**src/rtl/fifo_param.sv**
```systemverilog
// fifo_param: parametrised synchronous FIFO with registered status flags,
// occupancy count, programmable almost-full/almost-empty thresholds and
// sticky overflow/underflow error flags.
//
// Build option: define FIFO_FWFT_EN for first-word-fall-through read mode.
// In that mode data_out always shows the head word, or 0 when empty.
// Leave FIFO_FWFT_EN undefined for the standard mode, where data_out is
// loaded only on an accepted read.
//
// Reset `rst` is synchronous and active-low. The storage array is not cleared.
module fifo_param #(
    parameter int unsigned DATA_WIDTH = 32,
    parameter int unsigned DEPTH      = 16,
    parameter int unsigned AF_LEVEL   = DEPTH - 2,
    parameter int unsigned AE_LEVEL   = 2,
    localparam int unsigned CW        = $clog2(DEPTH) + 1
) (
    input  logic                  clk,
    input  logic                  rst,
    input  logic [DATA_WIDTH-1:0] data_in,
    input  logic                  signal_wr,
    input  logic                  signal_oe,
    output logic [DATA_WIDTH-1:0] data_out,
    output logic                  full,
    output logic                  empty,
    output logic                  almost_full,
    output logic                  almost_empty,
    output logic [CW-1:0]         count,
    output logic                  overflow,
    output logic                  underflow
);

    localparam int unsigned AW = $clog2(DEPTH);

    logic [DATA_WIDTH-1:0] mem [DEPTH];
    logic [AW-1:0]         wr_ptr;
    logic [AW-1:0]         rd_ptr;

    logic                  wr_ok;
    logic                  rd_ok;
    logic [AW-1:0]         wr_ptr_nxt;
    logic [AW-1:0]         rd_ptr_nxt;
    logic [CW-1:0]         count_nxt;
    logic [DATA_WIDTH-1:0] dout_nxt;

    // Request acceptance; a pop frees a slot for a same-cycle write when full.
    always_comb begin
        rd_ok = signal_oe & ~empty;
        wr_ok = signal_wr & (~full | rd_ok);
    end

    // Next pointer and occupancy values.
    always_comb begin
        wr_ptr_nxt = wr_ptr;
        rd_ptr_nxt = rd_ptr;
        count_nxt  = count;
        if (wr_ok) begin
            wr_ptr_nxt = wr_ptr + AW'(1);
        end
        if (rd_ok) begin
            rd_ptr_nxt = rd_ptr + AW'(1);
        end
        case ({wr_ok, rd_ok})
            2'b10:   count_nxt = count + CW'(1);
            2'b01:   count_nxt = count - CW'(1);
            default: count_nxt = count;
        endcase
    end

`ifdef FIFO_FWFT_EN
    // Next displayed head word; a word written into the head slot this cycle
    // bypasses the array so it is visible right after the writing edge.
    always_comb begin
        dout_nxt = '0;
        if (count_nxt != '0) begin
            if (wr_ok && (wr_ptr == rd_ptr_nxt)) begin
                dout_nxt = data_in;
            end else begin
                dout_nxt = mem[rd_ptr_nxt];
            end
        end
    end
`else
    // Next output word: load the head on an accepted read, otherwise hold.
    always_comb begin
        dout_nxt = data_out;
        if (rd_ok) begin
            dout_nxt = mem[rd_ptr];
        end
    end
`endif

    // Storage array write port; no reset so the array maps onto plain RAM.
    always_ff @(posedge clk) begin
        if (rst && wr_ok) begin
            mem[wr_ptr] <= data_in;
        end
    end

    // Pointers, count, output data and status flags.
    always_ff @(posedge clk) begin
        if (!rst) begin
            wr_ptr       <= '0;
            rd_ptr       <= '0;
            count        <= '0;
            data_out     <= '0;
            full         <= 1'b0;
            empty        <= 1'b1;
            almost_full  <= 1'b0;
            almost_empty <= 1'b1;
            overflow     <= 1'b0;
            underflow    <= 1'b0;
        end else begin
            wr_ptr       <= wr_ptr_nxt;
            rd_ptr       <= rd_ptr_nxt;
            count        <= count_nxt;
            data_out     <= dout_nxt;
            full         <= (count_nxt == CW'(DEPTH));
            empty        <= (count_nxt == '0);
            almost_full  <= (count_nxt >= CW'(AF_LEVEL));
            almost_empty <= (count_nxt <= CW'(AE_LEVEL));
            overflow     <= overflow  | (signal_wr & ~wr_ok);
            underflow    <= underflow | (signal_oe & ~rd_ok);
        end
    end

endmodule
```
**config.mk**
```make
export PLATFORM = sky130hd
export DESIGN_NAME = fifo_param
export DESIGN_NICKNAME = d
export VERILOG_FILES = /design/src/rtl/fifo_param.sv
export SDC_FILE = /design/constraint.sdc
export NUM_CORES = 1
export LEC_CHECK = 0
export BUFFER_PORTS_ARGS = -buffer_cell sky130_fd_sc_hd__buf_2
export CAP_MARGIN = 20
export CELL_PAD_IN_SITES_DETAIL_PLACEMENT = 0
export CELL_PAD_IN_SITES_GLOBAL_PLACEMENT = 1
export CORE_MARGIN = 2
export CORE_UTILIZATION = 25
export DETAILED_ROUTE_END_ITERATION = 12
export GPL_TIMING_DRIVEN = 1
export PLACE_DENSITY_LB_ADDON = 0.1
export SLEW_MARGIN = 20
export SYNTH_ARGS = -nofsm -noshare
export SYNTH_HDL_FRONTEND = slang
export SYNTH_SLANG_ARGS = --single-unit
```
**constraint.sdc**
```tcl
create_clock -name clk -period 11.6 [get_ports clk]
set_input_delay 0.58 -clock clk [delete_from_list [all_inputs] [get_ports clk]]
set_output_delay 0.58 -clock clk [all_outputs]
set_load 0.02 [all_outputs]
```
==> metrics.md, run 1 <==
| Metric | Value |
|---|---|
| Status | `finished, final reports clean` |
| Final hold violation count | `0` |
| Synth Area in Compound Gates | `0.02092` |
| Detail-routed net length per standard cell | `23.96 µm` |
| Initial Util | `0.2512` |
| Min-delay src | `signal_oe` |
| Setup bufs post-CTS | `0` |
| Synth unique cells | `39` |
| Avg Cell Area, Syn | `21.04 µm²` |
| Hold Buf Count CTS | `0` |
| Number of flops mapped to enable cells by yosys | `512` |
| Syn_nets | `1056` |
| Port Buffers | `78` |
| # fillers | `8240` |
| Largest net degree at the start of global routing | `99` |
| Crit Path Class | `flop to flop` |
| Placed Cells | `2206` |
| Num CTS Buffers | `69` |
| Core footprint | `84750 µm²` |
| Grt met3 use | `0.02915` |
| Pwr dens | `188.8 nW/µm²` |
| Post-Synth Adder-Cell Area | `0.004702` |
| Routability cong. | `0.6616` |
| CP arrival | `3.35 ns` |
| Max Slew Vio Count | `0` |
| Xor/xnor cell area share of the yosys netlist | `0.004114` |
| Post-route setup slack | `8.474 ns` |
| LEAKAGE | `7.795 nW` |
| Global Route met2 Usage | `0.2215` |
| Max_slew headroom | `0.3631` |
| Clock Tree Root | `clkbuf_16` |
| Vias after detailed routing | `9897` |
| CTS resizes | `0` |
| Clock tree sinks | `563` |
| Most common cell after layout, fill and taps aside | `edfxtp_1` |
| First-pass GRT wire length | `80310 µm` |
| Top fanout value on the critical path | `17` |
| Total power | `4.788 mW` |
| Dpl ws | `8.091 ns` |
| Row count | `107` |
| Area after DPL | `23180 µm²` |
| Largest family of logic cells by synthesized area | `multiplexers` |
| Yosys reg bits | `563` |
| Number of I/O pins | `79` |
| Finished layout cell area | `25360 µm²` |
| Clk buf depth | `3` |
| Max Clock Freq | `0.3199 GHz` |
| H-tree depth | `3` |
| Mux cell area share after synthesis | `0.1670` |
| Drt first pass iters | `4` |
| FF-to-FF setup slack | `8.47 ns` |
| Layout cell share with drive strength beyond 1 | `0.2985` |
| Worst EP required | `11.82 ns` |
| Post-synthesis sequential area ratio | `0.7702` |
| Antenna viol nets, final | `0` |
| Critical Path Sink Type | `flop` |
| Setup tns final | `0 ns` |
| Worst-path clk slew | `0.05 ns` |
| Hold path endpoint | `underflow` |
| Remaining Overflow, GRT | `0` |
| Min-Delay Path Depth | `3` |
| Number of global-route vias before repair | `10750` |
| Actual slew at the worst max-slew pin | `0.9554 ns` |
| Max_cap viols | `0` |
| Crit path launch type | `flop` |
| DR DRC count | `0` |
| Total global-route track usage | `0.1303` |
| Layout Skew | `0.02033 ns` |
| Cells after Synth | `1012` |
| VDD IR max | `0.1008 mV` |
| DP HPWL | `28630 µm` |
| Die span in y | `295.8 µm` |
| Post-DR vias/cell | `4.248` |
| Synthesized cell area | `21290 µm²` |
| DR iter-0 viols | `559` |
| Fraction of registers with async set/reset | `0` |
| RSZ-0062 raised after global routing | `false` |
| Critical path origin | `empty` |
| CTS tree | `done` |
| Grt peak-use layer | `met2` |
| Launching point of the worst reg2reg path | `empty` |
| # nets final | `1177` |
| Commonest cells after routing, fill and taps aside | `edfxtp_1 (512), mux4_2 (128), buf_2 (78), clkbuf_16 (70), mux2i_1 (66)` |
| Synthesis-to-layout area growth | `19.11%` |
| Worst hold path type | `input pin to flop` |
| Drt total wl | `55830 µm` |
| Clk Latency, worst-skew pair | `0.60 ns` |
| Reg2reg end | `mem[15][28]` |
| Antenna Cells | `0` |
| Final std cells w/o fill | `2330` |
| Die Footprint | `87500 µm²` |
| Final setup vio count | `0` |
| Met1 usage | `0.1686` |
| Synth Flop Type | `edfxtp_1` |
| Die Wd | `295.8 µm` |
| Initial antenna violation count | `5` |
| Syn. warnings | `0` |
| Path depth of the worst reg2reg path | `5` |
| Simple-gate share of the synthesized area | `0.01969` |
| Final min period | `3.126 ns` |
| Final worst-path cycle share | `0.2695` |
-- power by group --
group          internal (mW)  leakage (nW)  switching [mW]
registers               2.25          5.03          0.0413
logic                  0.188          1.71           0.224
clock network           1.24          1.06           0.841
-- critical path, stage by stage, from the launching register on --
cell and delay [ns]:
dfxtp_1 0.31, nand2b_1 0.23, a21boi_2 0.46, nand3_1 0.41, nor2_4 0.77, buf_4 0.54
-- cells in the mapped netlist (all sizes together) (2+ instances only) --
library cell / count / area [µm²]
nor3: 6 / 30.03
o21ai: 34 / 170.2
a21oi: 38 / 193.9
dfxtp: 51 / 1021
nand3: 7 / 35.03
clkbuf: 24 / 90.09
mux4: 128 / 2883
nand2: 10 / 37.54
xor2: 8 / 70.07
nor2: 57 / 214.0
and2: 2 / 12.51
xnor2: 2 / 17.52
ha: 8 / 100.1
edfxtp: 512 / 15370
mux2i: 66 / 660.6
nand2b: 7 / 43.79
buf: 29 / 172.7
nor2b: 2 / 12.51
nand4: 2 / 12.51
inv: 6 / 22.52
-- per-layer routing --
metal | vias up | wire, µm
li1 | 4399 | -
met1 | 5240 | 24640
met2 | 158 | 27910
met3 | 90 | 2156
met4 | 10 | 1072
met5 | - | 49
-- layout make-up --
cell class | count | area (µm²) | area share
sequential | 563 | 16410 | 0.6470
inverter | 6 | 22.52 | 0.0008882
timing repair buffer | 103 | 590.6 | 0.02329
tap | 1144 | 1431 | 0.05645
clock buffer | 97 | 1913 | 0.07545
clock inverter | 27 | 261.5 | 0.01031
multi-input combinational | 390 | 4731 | 0.1866
-- through the flow --
step	utilization	hold WS, ns
after floorplan	-	0.4937
after global placement	0.2736	0.4516
after detailed placement	0.2736	0.4610
after CTS	0.2992	0.1847
after global routing	0.2992	0.2508
final	0.2992	0.2270
-- cells by family (layout without fill, tap and decap cells) --
group                    count (synthesis)  in the layout
multiplexers                           195            195
flip-flops                             563            563
AO/OA/AOI/OAI                           81             81
XOR/XNOR                                10             10
adder cells (fa/ha/maj)                  8              8
buffers and inverters                   59            233
AND/OR/NAND/NOR                         96             96
-- worst max-delay path by stage --
stage | end | depth (start not counted) | slack [ns]
global route | full | 11 | 8.12
CTS | mem[15][28] | 5 | 8.34
finish | mem[15][28] | 5 | 8.47
detailed placement | mem[15][7] | 6 | 8.09
floorplan | mem[2][0] | 4 | 7.70
global placement | mem[15][7] | 6 | 8.14
-- flip-flops by register name (all words and copies together) (netlist names) --
name and cells:
underflow 1, full 1, rd_ptr 4, count 5, almost_empty 1, empty 1, wr_ptr 4, almost_full 1
overflow 1, data_out 32, mem 512
(Power assumes the default switching activity.)
==> run 2: changes to the inputs <==
Clock period 11.6 ns to 2.5 ns, I/O delays scaled along.
==> metrics.md, run 2 (synthesis gave the netlist of run 1 again) <==
| Metric | Value |
|---|---|
| Reg2reg end | `full` |
| Min-Delay Path Depth | `4` |
| Setup tns final | `0 ns` |
| Min-delay src | `signal_oe` |
| Status | `finished, final reports clean` |
| DR DRC count | `0` |
| Pwr dens | `845.4 nW/µm²` |
| H-tree depth | `3` |
| Initial antenna violation count | `1` |
| Worst EP required | `2.99 ns` |
| CP arrival | `2.82 ns` |
| Drt first pass iters | `6` |
| Max Clock Freq | `0.4301 GHz` |
| Launching point of the worst reg2reg path | `empty` |
| Max_slew headroom | `0.5816` |
| Max reg flops | `512` |
| VDD IR max | `0.4222 mV` |
| FF-to-FF setup slack | `0.18 ns` |
| Remaining Overflow, GRT | `0` |
| Hold_ws | `0.3630 ns` |
| LEAKAGE | `8.197 nW` |
| Worst-path clk slew | `0.05 ns` |
| Total power | `22.30 mW` |
| First-pass GRT wire length | `79790 µm` |
| Routability cong. | `0.6714` |
| Final setup vio count | `0` |
| Number of I/O pins | `79` |
| Critical-path cell list | `nand2b_4 > a21boi_4 > inv_2 > ha_4 > xor2_1 > ha_2 > nand2_1 > mux2_2 > a21oi_2 > xor2_2 > nor4b_2` |
| Detail-routed net length per standard cell | `22.54 µm` |
| Final std cells w/o fill | `2405` |
| Hold path endpoint | `underflow` |
| Total global-route track usage | `0.1275` |
| Row count | `107` |
| Biggest regs | `mem (512), data_out (32), count (5)` |
| Initial Util | `0.2512` |
| Commonest cells after routing, fill and taps aside | `edfxtp_1 (512), mux4_2 (128), buf_2 (78), clkbuf_16 (71), mux2i_1 (66)` |
| # fillers | `8175` |
| DR iter-0 viols | `563` |
| Largest net degree at the start of global routing | `42` |
| CTS tree | `done` |
| Max stage delay on crit path | `0.32 ns` |
| Layout Skew | `0.02605 ns` |
| Biggest register | `mem` |
| Clock Tree Root | `clkbuf_16` |
| Most common cell after layout, fill and taps aside | `edfxtp_1` |
| Actual slew at the worst max-slew pin | `0.6276 ns` |
| Worst hold path type | `input pin to flop` |
| Num CTS Buffers | `69` |
| DP HPWL | `30760 µm` |
| Drt total wl | `54220 µm` |
| Final hold violation count | `0` |
| Path depth of the worst reg2reg path | `11` |
| Max Slew Vio Count | `0` |
| Die Wd | `295.8 µm` |
| Die span in y | `295.8 µm` |
| # nets final | `1250` |
| Max_cap viols | `0` |
| Crit path launch type | `flop` |
| Core footprint | `84750 µm²` |
| Final worst-path cycle share | `0.9300` |
| Clk Latency, worst-skew pair | `0.60 ns` |
| Antenna viol nets, final | `0` |
| Crit Path Class | `flop to flop` |
| Final core occ | `0.3113` |
| Synthesis-to-layout area growth | `23.92%` |
| Top fanout value on the critical path | `5` |
| Slowest-stage cell, CP | `dfxtp_2` |
| Final min period | `2.325 ns` |
| Layout cell share with drive strength beyond 1 | `0.3125` |
| Clock tree sinks | `563` |
| Multi-input logic area | `4800 µm²` |
| Antenna Cells | `0` |
| Sequential cell area | `16410 µm²` |
| Vias after detailed routing | `10200` |
| Post-DR vias/cell | `4.240` |
| Clk buf depth | `3` |
| Die Footprint | `87500 µm²` |
| Critical Path Sink Type | `flop` |
| Placed Cells | `2242` |
| Port Buffers | `78` |
| Number of global-route vias before repair | `11210` |
-- run 2: cell count changes in the layout (fill, tap and decap cells not counted), sizes merged --
cell and change:
clkinvlp -1, clkinv -1, bufinv -2, inv -2, buf +38, dlygate4sd3 +35
clkbuf +8
-- run 2: critical path: cells and delay by family (launching register included) --
kind | cells | cell delay [ns]
flops | 1 | 0.32
fa+ha+maj | 2 | 0.38
compound gates | 2 | 0.35
mux | 1 | 0.28
xor+xnor | 2 | 0.42
buf+inv | 1 | 0.07
simple gates | 3 | 0.43
-- run 2: layout make-up --
class                      count  area share
clock buffer                 105     0.07599
clock inverter                21    0.006593
inverter                       6   0.0008538
multi-input combinational    390      0.1819
sequential                   563      0.6220
tap                         1144     0.05426
timing repair buffer         176     0.05834
-- run 2: what timing repair did --
action,4_1_cts,5_1_grt
setup endpoints to repair,0,4
hold endpoints to repair,521,0
hold buffers,35,0
setup buffers,0,2
gates resized for setup,0,5
-- run 2: how the worst max path moves through the flow --
| stage | startpoint | endpoint | slack, ns | cells after the start |
|---|---|---|---|---|
| 2_1_floorplan | empty | mem[12][0] | -0.30 | 4 |
| 3_3_place_gp | empty | full | 0.09 | 11 |
| 3_5_place_dp | empty | almost_empty | 0.10 | 11 |
| 4_1_cts | empty | full | 0.07 | 11 |
| 5_1_grt | empty | empty | -0.04 | 11 |
| 6_report | empty | full | 0.18 | 11 |
-- run 2: per-layer routing --
metal	GRT usage	wire length, µm	up-vias
met5	0	13	-
met4	0.03293	895	2
met3	0.02773	2176	69
met2	0.2192	27210	155
met1	0.1627	23920	5429
li1	-	-	4542
-- run 2: power breakdown --
group          internal (mW)  switching [mW]
Combinational           1.03            1.16
Clock                   5.74            3.81
Sequential              10.5           0.119
-- run 2: metrics by stage --
step / setup slack, ns / cell area [µm²]
floorplan: -0.2966 / 21330
global placement: 0.08780 / 23820
detailed placement: 0.1019 / 23820
CTS: 0.07222 / 26340
global route: -0.04329 / 26380
finish: 0.1750 / 26380
==> run 3: changes to the inputs <==
Settings changed: ABC_AREA set to 1, CORE_UTILIZATION 25 to 45, RECOVER_POWER set to 50.
==> metrics.md, run 3 <==
| Metric | Value |
|---|---|
| Synthesis-to-layout area growth | `15.99%` |
| Clk Latency, worst-skew pair | `0.62 ns` |
| Commonest cells after routing, fill and taps aside | `nand2_1 (650), edfxtp_1 (512), nand3_1 (395), clkbuf_1 (85), nor2_1 (81)` |
| Drt total wl | `56000 µm` |
| Switch share | `0.2595` |
| Syn_nets | `2026` |
| Post-synthesis sequential area ratio | `0.7227` |
| Clock Tree Root | `clkbuf_16` |
| Fraction of registers with async set/reset | `0` |
| Remaining Overflow, GRT | `0` |
| Synthesized cell area | `22690 µm²` |
| CP arrival | `2.64 ns` |
| Max_slew headroom | `0.2949` |
| Final setup vio count | `0` |
| LEAKAGE | `9.590 nW` |
| Mux cell area share after synthesis | `0.0004412` |
| Max_cap viols | `0` |
| Psw | `5.835 mW` |
| Worst hold path type | `input pin to flop` |
| Final worst-path cycle share | `0.9283` |
| Die span in y | `228.5 µm` |
| Sequential share of power | `0.471` |
| Max Clock Freq | `0.4309 GHz` |
| CTS resizes | `0` |
| Final min period | `2.321 ns` |
| Logic pwr share | `0.136` |
| Actual slew at the worst max-slew pin | `1.058 ns` |
| DR iter-0 viols | `1069` |
| VDD IR max | `0.5979 mV` |
| Clk buf depth | `3` |
| Synth unique cells | `23` |
| Routability cong. | `0.7676` |
| Internal | `16.65 mW` |
| Setup tns final | `0 ns` |
| Biggest regs | `mem (512), data_out (32), count (5)` |
| Critical Path Sink Type | `flop` |
| Worst EP required | `2.82 ns` |
| Status | `finished, final reports clean` |
| Final hold violation count | `0` |
| Number of flops mapped to enable cells by yosys | `512` |
| Number of global-route vias before repair | `14710` |
| Largest net degree at the start of global routing | `107` |
| Xor/xnor cell area share of the yosys netlist | `0.0003861` |
| Max reg flops | `512` |
| Initial Util | `0.4540` |
| Crit path launch type | `flop` |
| Vias after detailed routing | `14910` |
| Detail-routed net length per standard cell | `19.86 µm` |
| CTS tree | `done` |
| Post-DR vias/cell | `5.285` |
| Synth Flop Type | `edfxtp_1` |
| Die Wd | `228.5 µm` |
| Largest area contributor in the netlist | `edfxtp_1` |
| Synth area leaders | `edfxtp_1 (68%), nand2_1 (11%), nand3_1 (8.7%)` |
| Biggest register | `mem` |
| RSZ-0062 raised after global routing | `false` |
| Synth Area in Compound Gates | `0.01770` |
| Clock share of power | `0.392` |
| Antenna viol nets, final | `0` |
| Die Footprint | `52230 µm²` |
| Post-route setup slack | `0.1792 ns` |
| Core footprint | `49970 µm²` |
| First-pass GRT wire length | `87380 µm` |
| Port Buffers | `78` |
| DR DRC count | `0` |
| # fillers | `4405` |
| Dpl ws | `0.2119 ns` |
| Initial antenna violation count | `2` |
| Num CTS Buffers | `59` |
| Avg Cell Area, Syn | `11.45 µm²` |
| Layout Skew | `0.009695 ns` |
| Clock tree sinks | `563` |
| Largest family of logic cells by synthesized area | `simple AND/OR/NAND/NOR gates` |
| Most frequent cells after synthesis | `nand2_1 (650), edfxtp_1 (512), nand3_1 (395)` |
| # nets final | `2142` |
| Final core occ | `0.5266` |
| H-tree depth | `2` |
| Total global-route track usage | `0.2175` |
| Top-count cell post-synth | `nand2_1` |
| Max Slew Vio Count | `0` |
| Post-Synth Adder-Cell Area | `0.004412` |
| Syn. warnings | `0` |
| Cells after Synth | `1982` |
| Yosys top cell area share | `0.6777` |
| Pwr dens | `854.3 nW/µm²` |
| DP HPWL | `31060 µm` |
| Worst-path clk slew | `0.06 ns` |
| Yosys reg bits | `563` |
| Number of I/O pins | `79` |
| Crit Path Class | `flop to flop` |
| Drt first pass iters | `5` |
| Most common cell after layout, fill and taps aside | `nand2_1` |
| Row count | `82` |
| Simple-gate share of the synthesized area | `0.2130` |
| Top fanout value on the critical path | `15` |
| Layout cell share with drive strength beyond 1 | `0.08430` |
-- run 3: cell type report --
type                            instances  area [µm²]  share of cell area
Inverter                               60       234.0            0.008892
Clock buffer                           77        1657             0.06295
Multi-Input combinational cell       1239        5503              0.2091
Antenna cell                            1       2.502          0.00009510
Sequential cell                       563       16410              0.6236
Tap cell                              672       840.8             0.03195
Clock inverter                         33       315.3             0.01198
Timing Repair Buffer                  175        1354             0.05145
-- run 3: cells by family (layout without fill, tap and decap cells) --
family / count (synthesis) / count (layout)
fa+ha+maj: 8 / 8
compound gates: 80 / 80
buf+inv: 180 / 345
mux: 1 / 1
simple gates: 1149 / 1149
flops: 563 / 563
other cells: 0 / 1
xor+xnor: 1 / 1
-- run 3: critical path: stages (launching register included) --
cell	delay, ns
dfxtp_1	0.32
inv_1	0.05
nand2_1	0.12
nand2_1	0.09
nand2_1	0.07
clkbuf_1	0.17
nor2_1	0.26
nand2_1	0.30
nor2_4	0.39
buf_12	0.22
-- run 3: path summary, 6_finish.rpt --
check	from	depth (start not counted)	to	slack, ns
hold / removal	signal_oe	4	underflow	0.29
setup / recovery	empty	9	mem[12][19]	0.18
hold reg to reg	overflow	2	overflow	0.46
setup reg to reg	empty	9	mem[12][19]	0.18
-- run 3: metal layers --
layer	vias up	routed length [µm]	track usage
li1	7112	-	-
met1	7437	24930	0.2962
met2	272	27720	0.3681
met3	82	2097	0.02695
met4	2	1235	0.06270
met5	-	11	0
-- run 3: power by group through the flow --
stage / sequential [mW] / combinational [mW] / clock [mW]
after floorplan: 10.9 / 2.03 / 0
after global placement: 10.8 / 3.10 / 0
after detailed placement: 10.8 / 3.12 / 0
after CTS: 10.6 / 3.17 / 9.04
after global routing: 10.6 / 3.46 / 9.40
final: 10.6 / 3.07 / 8.82
-- run 3: timing repair --
action                                 4_1_cts  5_1_grt
setup buffers                                0        0
endpoints found under the hold margin      524        0
hold buffers                                35        0
-- run 3: through the flow --
step	power (mW)	cells	cell area, µm²	hold WS (ns)
after global routing	23.48	2820	26310	0.3004
after global placement	13.89	2674	24090	0.3822
after floorplan	12.94	1982	22780	0.2239
after CTS	22.80	2819	26410	0.2570
final	22.48	2820	26310	0.2944
after detailed placement	13.91	2674	24090	0.3816
